## config.mk

```make
export PLATFORM = sky130hd
export DESIGN_NAME = seq_detect_ctrl
export DESIGN_NICKNAME = d
export VERILOG_FILES = /design/src/rtl/seq_detect_ctrl.sv
export SDC_FILE = /design/constraint.sdc
export NUM_CORES = 1
export LEC_CHECK = 0
export CAP_MARGIN = 20
export CORE_MARGIN = 1
export CORE_UTILIZATION = 28
export CTS_BUF_LIST = sky130_fd_sc_hd__clkbuf_2
export CTS_CLUSTER_DIAMETER = 30
export DETAILED_ROUTE_END_ITERATION = 6
export PLACE_DENSITY = 0.44
export SETUP_SLACK_MARGIN = 0.3
export SYNTH_ARGS = -nofsm -noshare
export SYNTH_HDL_FRONTEND = slang
export SYNTH_SLANG_ARGS = --single-unit
```

## constraint.sdc

```tcl
create_clock -name clk -period 3 [get_ports clk]
set_input_delay 0.9 -clock clk [delete_from_list [all_inputs] [get_ports clk]]
set_output_delay 0.9 -clock clk [all_outputs]
set_load 0.01 [all_outputs]
```

## src/rtl/seq_detect_ctrl.sv

```systemverilog
// Programmable serial pattern detector run controller: latches a pattern configuration on start,
// consumes a fixed window of stream bits over valid/ready and returns the match count.
module seq_detect_ctrl #(
  parameter int MAX_LEN = 8,
  parameter int CNT_W   = 16
) (
  input  logic                           clk,
  input  logic                           rst,
  input  logic [MAX_LEN-1:0]             cfg_pattern,
  input  logic [$clog2(MAX_LEN+1)-1:0]   cfg_len,
  input  logic                           cfg_overlap,
  input  logic [CNT_W-1:0]               cfg_window,
  input  logic                           start,
  input  logic                           abort,
  output logic                           busy,
  input  logic                           data_valid,
  input  logic                           data_in,
  output logic                           data_ready,
  output logic                           match_pulse,
  output logic                           res_valid,
  input  logic                           res_ready,
  output logic [CNT_W-1:0]               res_count,
  output logic                           res_err,
  output logic                           res_aborted
);

  // state  | meaning
  // S_IDLE | waiting for start, configuration not yet latched
  // S_RUN  | accepting stream bits and counting matches
  // S_DONE | result presented until res_ready
  localparam int LEN_W = $clog2(MAX_LEN + 1);

  typedef enum logic [1:0] {S_IDLE, S_RUN, S_DONE} state_t;

  state_t             state, state_nxt;
  logic [MAX_LEN-1:0] pat_q, hist_q, hist_nxt, len_mask;
  logic [LEN_W-1:0]   len_q, fill_q, fill_inc;
  logic               ovl_q;
  logic [CNT_W-1:0]   win_q, bits_q, count_q;
  logic               accept, hit, last_bit, cfg_bad;

  assign cfg_bad  = (cfg_len == '0) || (cfg_len > LEN_W'(MAX_LEN)) || (cfg_window == '0);
  assign accept   = (state == S_RUN) && data_valid;
  assign hist_nxt = {hist_q[MAX_LEN-2:0], data_in};
  assign fill_inc = (fill_q >= LEN_W'(MAX_LEN)) ? LEN_W'(MAX_LEN) : fill_q + LEN_W'(1);
  assign last_bit = accept && ((bits_q + CNT_W'(1)) == win_q);
  assign hit      = accept && (fill_inc >= len_q) && (((hist_nxt ^ pat_q) & len_mask) == '0);

  always_comb begin
    len_mask = '0;
    for (int i = 0; i < MAX_LEN; i++) len_mask[i] = (LEN_W'(i) < len_q);
  end

  always_ff @(posedge clk) begin
    if (rst) state <= S_IDLE;
    else     state <= state_nxt;
  end

  always_comb begin
    state_nxt = state;
    unique case (state)
      S_IDLE: if (start) state_nxt = cfg_bad ? S_DONE : S_RUN;
      S_RUN:  if (abort || last_bit) state_nxt = S_DONE;
      S_DONE: if (res_ready) state_nxt = S_IDLE;
      default: state_nxt = S_IDLE;
    endcase
  end

  always_comb begin
    busy       = (state != S_IDLE);
    data_ready = (state == S_RUN);
    res_valid  = (state == S_DONE);
  end

  always_ff @(posedge clk) begin
    if (rst) begin
      pat_q       <= '0;
      len_q       <= '0;
      ovl_q       <= 1'b0;
      win_q       <= '0;
      hist_q      <= '0;
      fill_q      <= '0;
      bits_q      <= '0;
      count_q     <= '0;
      match_pulse <= 1'b0;
      res_err     <= 1'b0;
      res_aborted <= 1'b0;
    end else begin
      match_pulse <= hit;
      unique case (state)
        S_IDLE: if (start) begin
          pat_q       <= cfg_pattern;
          len_q       <= cfg_len;
          ovl_q       <= cfg_overlap;
          win_q       <= cfg_window;
          hist_q      <= '0;
          fill_q      <= '0;
          bits_q      <= '0;
          count_q     <= '0;
          res_err     <= cfg_bad;
          res_aborted <= 1'b0;
        end
        S_RUN: begin
          if (accept) begin
            hist_q <= hist_nxt;
            bits_q <= bits_q + CNT_W'(1);
            // non-overlapping mode restarts the fill so the next match needs len fresh bits
            fill_q <= (hit && !ovl_q) ? '0 : fill_inc;
            if (hit) count_q <= count_q + CNT_W'(1);
          end
          if (abort) res_aborted <= 1'b1;
        end
        default: ;
      endcase
    end
  end

  assign res_count = count_q;

endmodule

```

# ---- Yosys cells after proc, flatten, opt, wreduce, memory -nomap -nowiden
# Cells that the tools add are included.
dict set report op_classes {
  bitwise_logic 2
  add_sub_neg 3
  order_cmp 11
  n_eq_ne 9
  n_mux 22
  reduce_logical 20
}
# operator n
set ops {}
lappend ops {{$mux 16} 4}
lappend ops {{$pmux 16 s2} 2}
lappend ops {{$add 16x1->16 const B} 2}
lappend ops {{$eq 16x16->1} 1}
lappend ops {{$logic_not 16->1} 1}
lappend ops {{$lt 3x4->1 const A} 4}
lappend ops {{$mux 4} 4}
lappend ops {{$mux 7} 2}
lappend ops {{$pmux 7 s2} 1}
lappend ops {{$reduce_and 3->1} 3}
lappend ops {{$and 8x8->8} 1}
lappend ops {{$logic_not 8->1} 1}
lappend ops {{$lt 1x4->1 const A} 2}
lappend ops {{$lt 2x4->1 const A} 2}
lappend ops {{$mux 2} 4}
lappend ops {{$ne 2x1->1 const B} 4}
lappend ops {{$pmux 4 s2} 1}
lappend ops {{$xor 8x8->8} 1}
lappend ops {{$pmux 2 s3} 1}
lappend ops {{$logic_and 1x1->1} 5}
lappend ops {{$add 4x1->4 const B} 1}
lappend ops {{$ge 4x4->1} 1}
lappend ops {{$ge 4x4->1 const B} 1}
lappend ops {{$gt 4x4->1 const B} 1}
lappend ops {{other kinds (12)} 17}
dict set report word_totals {
  regBits 77
  output_inout_bits 22
  wordCells 79
  inputBits 36
}

# ---- Logic depth before layout (Yosys ltp)
# Gate-level depths: netlist of the first run.
dict set report logic_depth {
  depth_word 9
  mapped_depth 11
  depth_no_buf 10
}

# ---- Worst setup path after synthesis of the first run
# OpenSTA, ideal clock, no wires.
dict set report synth_path {
  path_kind {flip-flop to flip-flop}
  start {register fill_q[0]}
  end {register count_q[15] (netlist: res_count[15])}
  path_stages_with_launch 12
  setup_slack_ns 0.452
  setup_time_ns 0.121
  arrival_ns 2.427
  period_less_slack_ns 2.548
  cell_sequence {dfxtp_1 -> inv_1 -> ha_1 -> nor2b_1 -> ha_1 -> nand2_1 -> o21ai_0 -> nand3b_1 -> or3_1 -> clkbuf_1 -> nor3_1 -> mux2_2}
}
dict set report synth_between {
  elab_chain_cells 7
}
# item line
set synth_rtl {}
lappend synth_rtl {{start, declared} 37} ;# logic [LEN_W-1:0] len_q, fill_q, fill_inc;
lappend synth_rtl {{start signal, assigned} 108} ;# fill_q <= (hit && !ovl_q) ? '0 : fill_inc;
lappend synth_rtl {{$add 4x1->4 / $ge 4x4->1 (equally long branches)} 45} ;# assign fill_inc = (fill_q >= LEN_W'(MAX_LEN)) ? LEN_W'(MAX_LEN) : fill_q + LEN_W'(1);
lappend synth_rtl {{$mux 4 (*)} 45}
lappend synth_rtl {{$ge 4x4->1 (*)} 47} ;# assign hit = accept && (fill_inc >= len_q) && (((hist_nxt ^ pat_q) & len_mask) == '0);
lappend synth_rtl {{$logic_and 1x1->1 (*) (2 in series)} 47}
lappend synth_rtl {{$ne 2x1->1 (no source line) (*)} -}
lappend synth_rtl {{$reduce_and 4->1 (no source line) (*)} -}
lappend synth_rtl {{end signal, assigned} 109} ;# if (hit) count_q <= count_q + CNT_W'(1);
lappend synth_rtl {{end, declared} 39} ;# logic [CNT_W-1:0] win_q, bits_q, count_q;
# Every way passes the cells marked *; elsewhere a longest branch is shown, timed or not.
# A chain may end at the register's enable or synchronous reset.

# ---- Final worst setup path of the first run
dict set report layout_path {
  start {register state[1]}
  end {output res_valid}
}
dict set report layout_between {
  elab_chain_cells 1
}
# item line
set layout_rtl {}
lappend layout_rtl {{start, declared} 35} ;# state_t state, state_nxt;
lappend layout_rtl {{start signal, assigned} 56} ;# else state <= state_nxt;
lappend layout_rtl {{$eq 2x2->1} 72} ;# res_valid = (state == S_DONE);
lappend layout_rtl {{end, declared} 20} ;# output logic res_valid,
# No other way between the ends.

==> results of run 1 <==
## cells by family after synthesis
family / after synthesis / synth area share
adders and majority gates: 8 / 0.02516
DFF: 77 / 0.3874
buffers and inverters: 36 / 0.03459
and+or+nand+nor: 241 / 0.2937
xor gates and xnor gates: 39 / 0.08585
AOI/OAI and AO/OA: 113 / 0.1676
muxes: 2 / 0.005660
## metrics by stage
| stage | power, W | area [sq um] |
|---|---|---|
| after floorplan | 0.001321 | 3979 |
| after global placement | 0.001484 | 4827 |
| after detailed placement | 0.001487 | 4827 |
| after CTS | 0.002119 | 4975 |
| after global routing | 0.002203 | 5000 |
| final | 0.002083 | 5000 |
## power by group
group / switching [W] / internal, W
logic: 0.000208 / 0.000167
clock network: 0.000417 / 0.000197
registers: 0.0000317 / 0.00106
total: 0.000657 / 0.00143
## worst reg2reg max path: stages, from the launching register on
cell and delay, ns:
dfxtp_1 0.41, or3_1 0.41, a222oi_1 0.52, nand4_2 0.23
or2_4 0.30, or4_1 0.51, a21oi_1 0.15
## flip-flops by register name, indices dropped and copies added (netlist names)
register     count
bits_q          16
fill_q           4
hist_q           7
len_q            4
match_pulse      1
ovl_q            1
pat_q            8
res_aborted      1
res_count       16
res_err          1
state            2
win_q           16
## area by class of cell
| type | instances | area [sq um] |
|---|---|---|
| flip-flops and latches | 77 | 1558 |
| well taps | 180 | 225.2 |
| fillers | 1487 | 8881 |
| repair buffers | 80 | 737.0 |
| inverters | 10 | 37.54 |
| clock buffers | 9 | 45.04 |
| multi-input cells | 403 | 2325 |
| clock inverters | 7 | 72.57 |
## worst min-delay path by stage
stage               cells past startpoint                    end  slack, ns                   from
finish                                  2     ovl_q$_SDFFE_PP0P_       0.48     ovl_q$_SDFFE_PP0P_
global route                            2     ovl_q$_SDFFE_PP0P_       0.51     ovl_q$_SDFFE_PP0P_
CTS                                     2     ovl_q$_SDFFE_PP0P_       0.48     ovl_q$_SDFFE_PP0P_
detailed placement                      2     ovl_q$_SDFFE_PP0P_       0.46     ovl_q$_SDFFE_PP0P_
global placement                        2  pat_q[7]$_SDFFE_PP0P_       0.46  pat_q[7]$_SDFFE_PP0P_
floorplan                               2     ovl_q$_SDFFE_PP0P_       0.43     ovl_q$_SDFFE_PP0P_
## metal layers
metal / global-route usage / up-vias / wire, microns
met5: 0 / - / 0
met4: 0.07716 / 0 / 208
met3: 0.02867 / 13 / 428
met2: 0.2357 / 70 / 4561
met1: 0.2234 / 1680 / 5797
li1: - / 1942 / -
## synthesized netlist by cell type, drive strengths merged (8+ instances only)
master  instances
nand2          93
nor3            8
a21oi          60
ha              8
nor2b           8
nand4           9
xnor2          30
or3            11
dfxtp          77
inv            10
nand3          20
nor2           49
clkbuf         24
xor2            9
o21ai          24
nor4           16
## repair_timing
action	in CTS	in global routing
setup endpoints to repair	4	8
hold buffers	0	0
pin swaps	0	0
setup buffers	2	0
cloned	0	0
hold endpoints to repair	0	0
resized for setup	8	9
==> run summary, run 1 <==
The flow ran to the end, and the final reports show no timing, DRC or antenna violations. The signal on the critical path passes through nor2b_1, clkdlybuf4s50_1. The mapped netlist covers between 0.003 and 0.004 sq mm. The pre-antenna-repair detailed-routing pass consisted of 4 iterations. The I/O pin count is just under 60. The transition at the pin with the smallest max-transition slack came out at between 0.7 and 0.8 ns.

The placer's final routability congestion estimate is between 0.7 and 0.8. The initial utilization of the core area, before any placement, comes to 0.2866. The number of antenna violations at the first check in global routing is 0. The share of async-settable or async-resettable flops after synthesis is 0.

The pre-CTS setup slack came out at ~0.075 ns. The all-layer global routing usage is 0.1600. The critical path's largest stage delay is about 0.56 ns.

The count of different cell masters after synthesis came out at 52. The final worst-path cycle share is 0.8665. The number of non-filler instances in the completed layout came out at roughly 770. In this run the number of cells on the critical path is 2. In the routed layout, each cell is associated on average with a via count of 4.837.

Grouping stages by cell kind, the critical path spends the most delay in buffers and inverters. The startpoint class of the critical path is a flop. The power density of the placed cells came out at 416.6 mW/mm^2.

Clock skew on the completed layout was measured at between 0.03 and 0.04 ns. The number of vias after detailed routing is roughly 3,700. The leakage power came out at 1.748 nW. The time the worst path needs with I/O delays and setup is between 2 and 3 ns. The via count of the first global-routing pass is between 3,000 and 4,000. In this run the register-to-register setup slack is 0.43 ns. For this run, the leading register cell type out of synthesis is dfxtp_1. The average footprint of a synthesized cell came out at 7.711 sq um. Detailed placement ended at an HPWL of 7.875 mm.

The net count of the finished layout came out at around 630. Setup repair after global routing could not meet its margin everywhere. The final-report hold violation count was 0.

In the layout the commonest cells are nand2_1, dfxtp_1, a21oi_1, clkdlybuf4s50_1, nor2_1. The number of DRC markers in iteration 0 came out at about 190. The worst hold slack after final layout came out at slightly below 0.5 ns. The number of rows in the core area is 43. The largest net degree at the start of global routing is 38. The relative area change from synthesis to final layout is 25.66%.

At the later pin of the worst-skew pair, clock insertion delay measures around 0.6 ns. The signal arrival time at the worst endpoint is between 1.5 and 2 ns. The library cell used most frequently in the layout, excluding fill and tap cells, is nand2_1. The floorplan core area came out at around 0.014 sq mm. The die span in x is between 100 and 150 microns. The number of buffer and inverter instances along the worst setup path is 1. The count of nets left with antenna violations once routing finished came out at 0. The critical path in this run is classified as flop to output pin. The root buffer cell chosen for the clock tree is clkbuf_2.

Clock-pin slew was measured on the worst setup and hold paths at roughly 0.23 ns. The number of levels the H-tree was split into came out at 3. After global routing the overflow that remains totals 0. The worst path required time came out at 2.10 ns. The share of synthesized area in the top cell type comes to 0.3874. The endpoint identified for the worst register-to-register timing path is res_count[13]$_SDFFE_PP0P_. The worst register-to-register path begins at len_q[1]$_SDFFE_PP0P_. The worst register-to-register path has a depth of 6. The tree built by TritonCTS fans out to between 70 and 80 sinks. The number of flops mapped to enable cells by yosys came out at 0. The vertical die dimension is 121.2 microns. The maximum ir drop on the vdd rail came out at 154.0 uV. TritonCTS built the clock tree. Once placement completed, the tool counted placed cells totaling 748. The average wire per standard cell came out at around 14 microns. The count of buffers from port buffering is between 50 and 60. The final max-slew violation count is 0. The die covers 0.01469 sq mm. The worst setup path is captured at an output pin. The total setup violations reported at the end of the flow came out at 0. During synthesis, Yosys emitted a total of 0 warnings. The share of post-route cells with drive strength above 1 is 0.1024. For this design, the slowest cell found on the critical path is clkdlybuf4s50_1. The number of antenna cells inserted is 0. The final worst slack is ~0.40 ns.

Synthesis inferred 77 register bits. The first global-routing pass estimated ~18 mm of wire. Across the run, the number of max-cap violations was 0. The post-layout utilization of the core is 0.3602. After detailed routing, the number of remaining DRC violations is 0.

The top cell type by total area after synthesis is dfxtp_1. Yosys attributes the largest share of cell area to dfxtp_1, nand2_1, a21oi_1. The maximum fanout along the worst path came out at 4.

The max-slew headroom at the worst pin came out at 0.5114. Static timing analysis puts the maximum clock frequency at slightly below 0.4 GHz. The kind of path behind the tightest hold check is flop to flop.

The gate count after technology mapping is roughly 520. The most critical setup path has its endpoint at res_valid. The share of synthesized area occupied by flip-flops and latches came out at 0.3874. The clock tree buffer depth is 2. The routed wire length is around 11 mm. The clock buffer count from CTS is 9.

The number of nets in the synthesized netlist is 560. In this run the worst setup path begins at state[1]$_SDFFE_PP0P_. The final setup TNS came out at 0 ns.
Power figures use the tool's default switching activity.
==> inputs of run 2 (changes only) <==
DONT_BUFFER_PORTS = 1   (was default)
PLACE_DENSITY = 0.38   (was 0.44)
==> run 2 against run 1 <==
Against the previous run:
- combinational power fell by 27%
- clock skew decreased by 0.019 ns
- final cell count down 8.7%
- global-route usage hardly changed
- register-to-register slack about the same
- die area stayed put
- setup slack gained 0.035 ns
- count of clock-buffer cells in the layout increased by 3
- non-clock buffer count fell by 67
- sequential power hardly changed
==> run summary, run 2 (synthesized netlist as in run 1, its figures left out) <==
The startpoint identified for the worst hold timing path is rst. The half-perimeter wire length of the detailed placement result is 7.909 mm (+0.43%). On the critical path, the stage with the largest delay is an instance of or4_1. The maximum ir drop on the vdd rail came out at 162.5 uV (+5.5%). The final worst-path cycle share came out at 0.8549 (-0.01158). The number of sinks handled by clock tree synthesis is 77 (unchanged). The die span in x is 121.2 microns (unchanged).

The largest clock skew in the final design came to 0.01913 ns (-0.01924 ns). The critical path's largest stage delay is 0.50 ns (-0.06 ns). The vertical die dimension is 121.2 microns (unchanged). The endpoint identified for the worst register-to-register timing path is res_count[13]$_SDFFE_PP0P_. The per-cell via count in the routed design came out at 5.023 (+3.8%).

The cell depth of the worst min-delay path is 1 (-1). The net count of the finished layout was 558 (-11%). The max-cap violation count is 0 (unchanged).

The final-layout fill cell count is 1,542 (+3.7%). The total global routing overflow came out at 0 (unchanged). TritonCTS built the clock tree.

The count of buffers from port buffering came out at 0 (-100%). The share of post-route cells with drive strength above 1 is 0.08092 (-0.02146). The placer's final routability congestion estimate is 0.7496 (+0.63%). The time the worst path needs with I/O delays and setup is 2.565 ns (-0.03473 ns).

The wire length of the first global-routing pass came out at 17.85 mm (-1.3%). The met1 capacity usage during global routing came out at 0.2308 (+0.007389). The total setup violations reported at the end of the flow came out at 0 (unchanged). The die outline area came out at 0.01469 sq mm (unchanged). The routed wire length is 11.07 mm (+0.70%). The I/O pin count came out at 58 (unchanged).

The tightest min-delay check is of the primary input to flop type. In the layout the commonest cells are nand2_1, dfxtp_1, a21oi_1, nor2_1, xnor2_1. STA classifies the critical path endpoint as a flop. The final-report hold violation count came out at 0 (unchanged).

The most numerous cell type found on the critical path is ha_1. The clock tree buffer depth was 2 (unchanged). The starting density of the core came out at 0.2866 (unchanged). The count of TritonRoute iterations in the first routing pass is 4 (unchanged). The final setup TNS came out at 0 ns (unchanged). The relative area change from synthesis to final layout is 8.113%. The highest achievable clock rate came out at 0.3899 GHz (+1.4%).

The number of antenna cells inserted came to 0 (unchanged). The hold buffer count at cts came to 0 (unchanged). The remaining antenna violation count came out at 0 (unchanged). The fraction of met2 tracks used by global routing came out at 0.2257 (-0.01000). The number of DRC markers in iteration 0 came out at 124 (-36%). For hold timing, the worst endpoint is ovl_q$_SDFFE_PP0P_.

The post-layout utilization of the core is 0.3099 (-0.05030). The maximum fanout along the worst path is 5 (+1). The all-layer global routing usage came out at 0.1601 (about the same). The clock-pin slew on the worst setup and hold paths is 0.22 ns (about the same).

The via count of the first global-routing pass came out at 3,319 (-6.2%). The met3 track utilization from global routing was 0.05122 (+0.02256). The leakage power is 1.470 nW (-16%). The signal arrival time at the worst endpoint is 3.06 ns (+1.36 ns). The tree is rooted in a clkbuf_2. The floorplan core area was 0.01388 sq mm (unchanged). Setup repair after global routing could not meet its margin everywhere.

The transition at the pin with the smallest max-transition slack came out at 0.9070 ns (+0.1741 ns). The overall power came to 0.001878 W (-9.9%). The critical path goes through inv_1, ha_1, nor2b_1, ha_1, nand2_1, o21ai_1, nand4_2, or2_4, or4_1, a21oi_1. The largest net degree at the start of global routing is 65 (+71%). The clock insertion delay at the later pin of the skew report came to 0.54 ns (-0.06 ns). The final max-slew violation count came out at 0 (unchanged). The busiest metal layer after global routing is met1. The number of antenna violations at the first check in global routing is 0 (unchanged). The worst path required time came to 3.50 ns (+1.40 ns). The cell area reported after detailed placement came out at 0.004202 sq mm (-13%).

The post-route standard cell area excluding fillers is 0.004302 sq mm (-14%). The sequential cell area in the final layout is 0.001543 sq mm (-0.96%). The number of design rule violations left after detail routing is 0 (unchanged). The power density of the placed cells is 436.5 mW/mm^2 (+4.8%). The number of vias after detailed routing was 3,511 (-5.2%). The number of rows in the core area is 43 (unchanged). The average wire per standard cell came to 15.84 microns (+10%). The startpoint of the lowest-slack register-to-register path is fill_q[0]$_SDFFE_PP0P_. The register-to-register setup slack was 0.44 ns (about the same). The multi-input logic area came out at 0.002313 sq mm (-0.48%).

The commonest non-fill, non-tap cell in the layout is nand2_1. The number of levels the H-tree was split into is 3 (unchanged). The number of cell instances on the worst register-to-register path is 10 (+4).

The clock buffer count from CTS is 9 (unchanged). The startpoint-to-endpoint class of the critical path is flop to flop. The max-slew headroom at the worst pin came to 0.3953 (-0.1160).

The worst setup path is launched from a flop. The flow ran to the end, and the final reports show no timing, DRC or antenna violations.
## run 2: worst max-delay path by stage
stage / cells after the start / startpoint / end
6_report: 10 / fill_q[0]$_SDFFE_PP0P_ / res_count[13]$_SDFFE_PP0P_
5_1_grt: 8 / bits_q[1]$_SDFFE_PP0P_ / state[1]$_SDFFE_PP0P_
3_3_place_gp: 10 / fill_q[0]$_SDFFE_PP0P_ / res_count[15]$_SDFFE_PP0P_
3_5_place_dp: 10 / fill_q[0]$_SDFFE_PP0P_ / res_count[15]$_SDFFE_PP0P_
2_1_floorplan: 11 / fill_q[0]$_SDFFE_PP0P_ / res_count[15]$_SDFFE_PP0P_
4_1_cts: 10 / fill_q[0]$_SDFFE_PP0P_ / res_count[15]$_SDFFE_PP0P_
## run 2: per-layer routing
metal,part of all wire,vias to the layer above
li1,-,1808
met1,0.53,1638
met2,0.41,58
met3,0.056,7
met4,0.0095,0
met5,0,-
## run 2: critical path: cells and delay by family (launching register included)
kind | cells | cell delay, ns
compound gates | 2 | 0.36
fa+ha+maj | 2 | 0.54
buf+inv | 1 | 0.06
flops | 1 | 0.43
simple gates | 5 | 1.15
## run 2: cell type report
cell class              count  area share
inverters                  10    0.008726
well taps                 180     0.05236
clock inverters             4    0.005817
flip-flops and latches     77      0.3586
multi-input cells         403      0.5378
clock buffers              12     0.01396
repair buffers             13     0.02269
## run 2: what timing repair did
action | in CTS | in global routing
setup buffers | 0 | 0
endpoints found under the setup margin | 1 | 3
resized for setup | 1 | 3
pin swaps | 0 | 0
## run 2: power by group
part           switching [W]  internal (W)  total, W
Clock               0.000383      0.000117  0.000500
Combinational       0.000172      0.000102  0.000274
Sequential         0.0000405       0.00106   0.00110
## run 2: through the flow
| step | cells | setup slack (ns) | hold slack [ns] |
|---|---|---|---|
| 2_1_floorplan | 516 | 0.4518 | 0.4319 |
| 3_3_place_gp | 683 | 0.3451 | 0.4492 |
| 3_5_place_dp | 683 | 0.2745 | 0.4519 |
| 4_1_cts | 699 | 0.3612 | 0.3202 |
| 5_1_grt | 699 | 0.2960 | 0.2937 |
| 6_report | 699 | 0.4353 | 0.3899 |
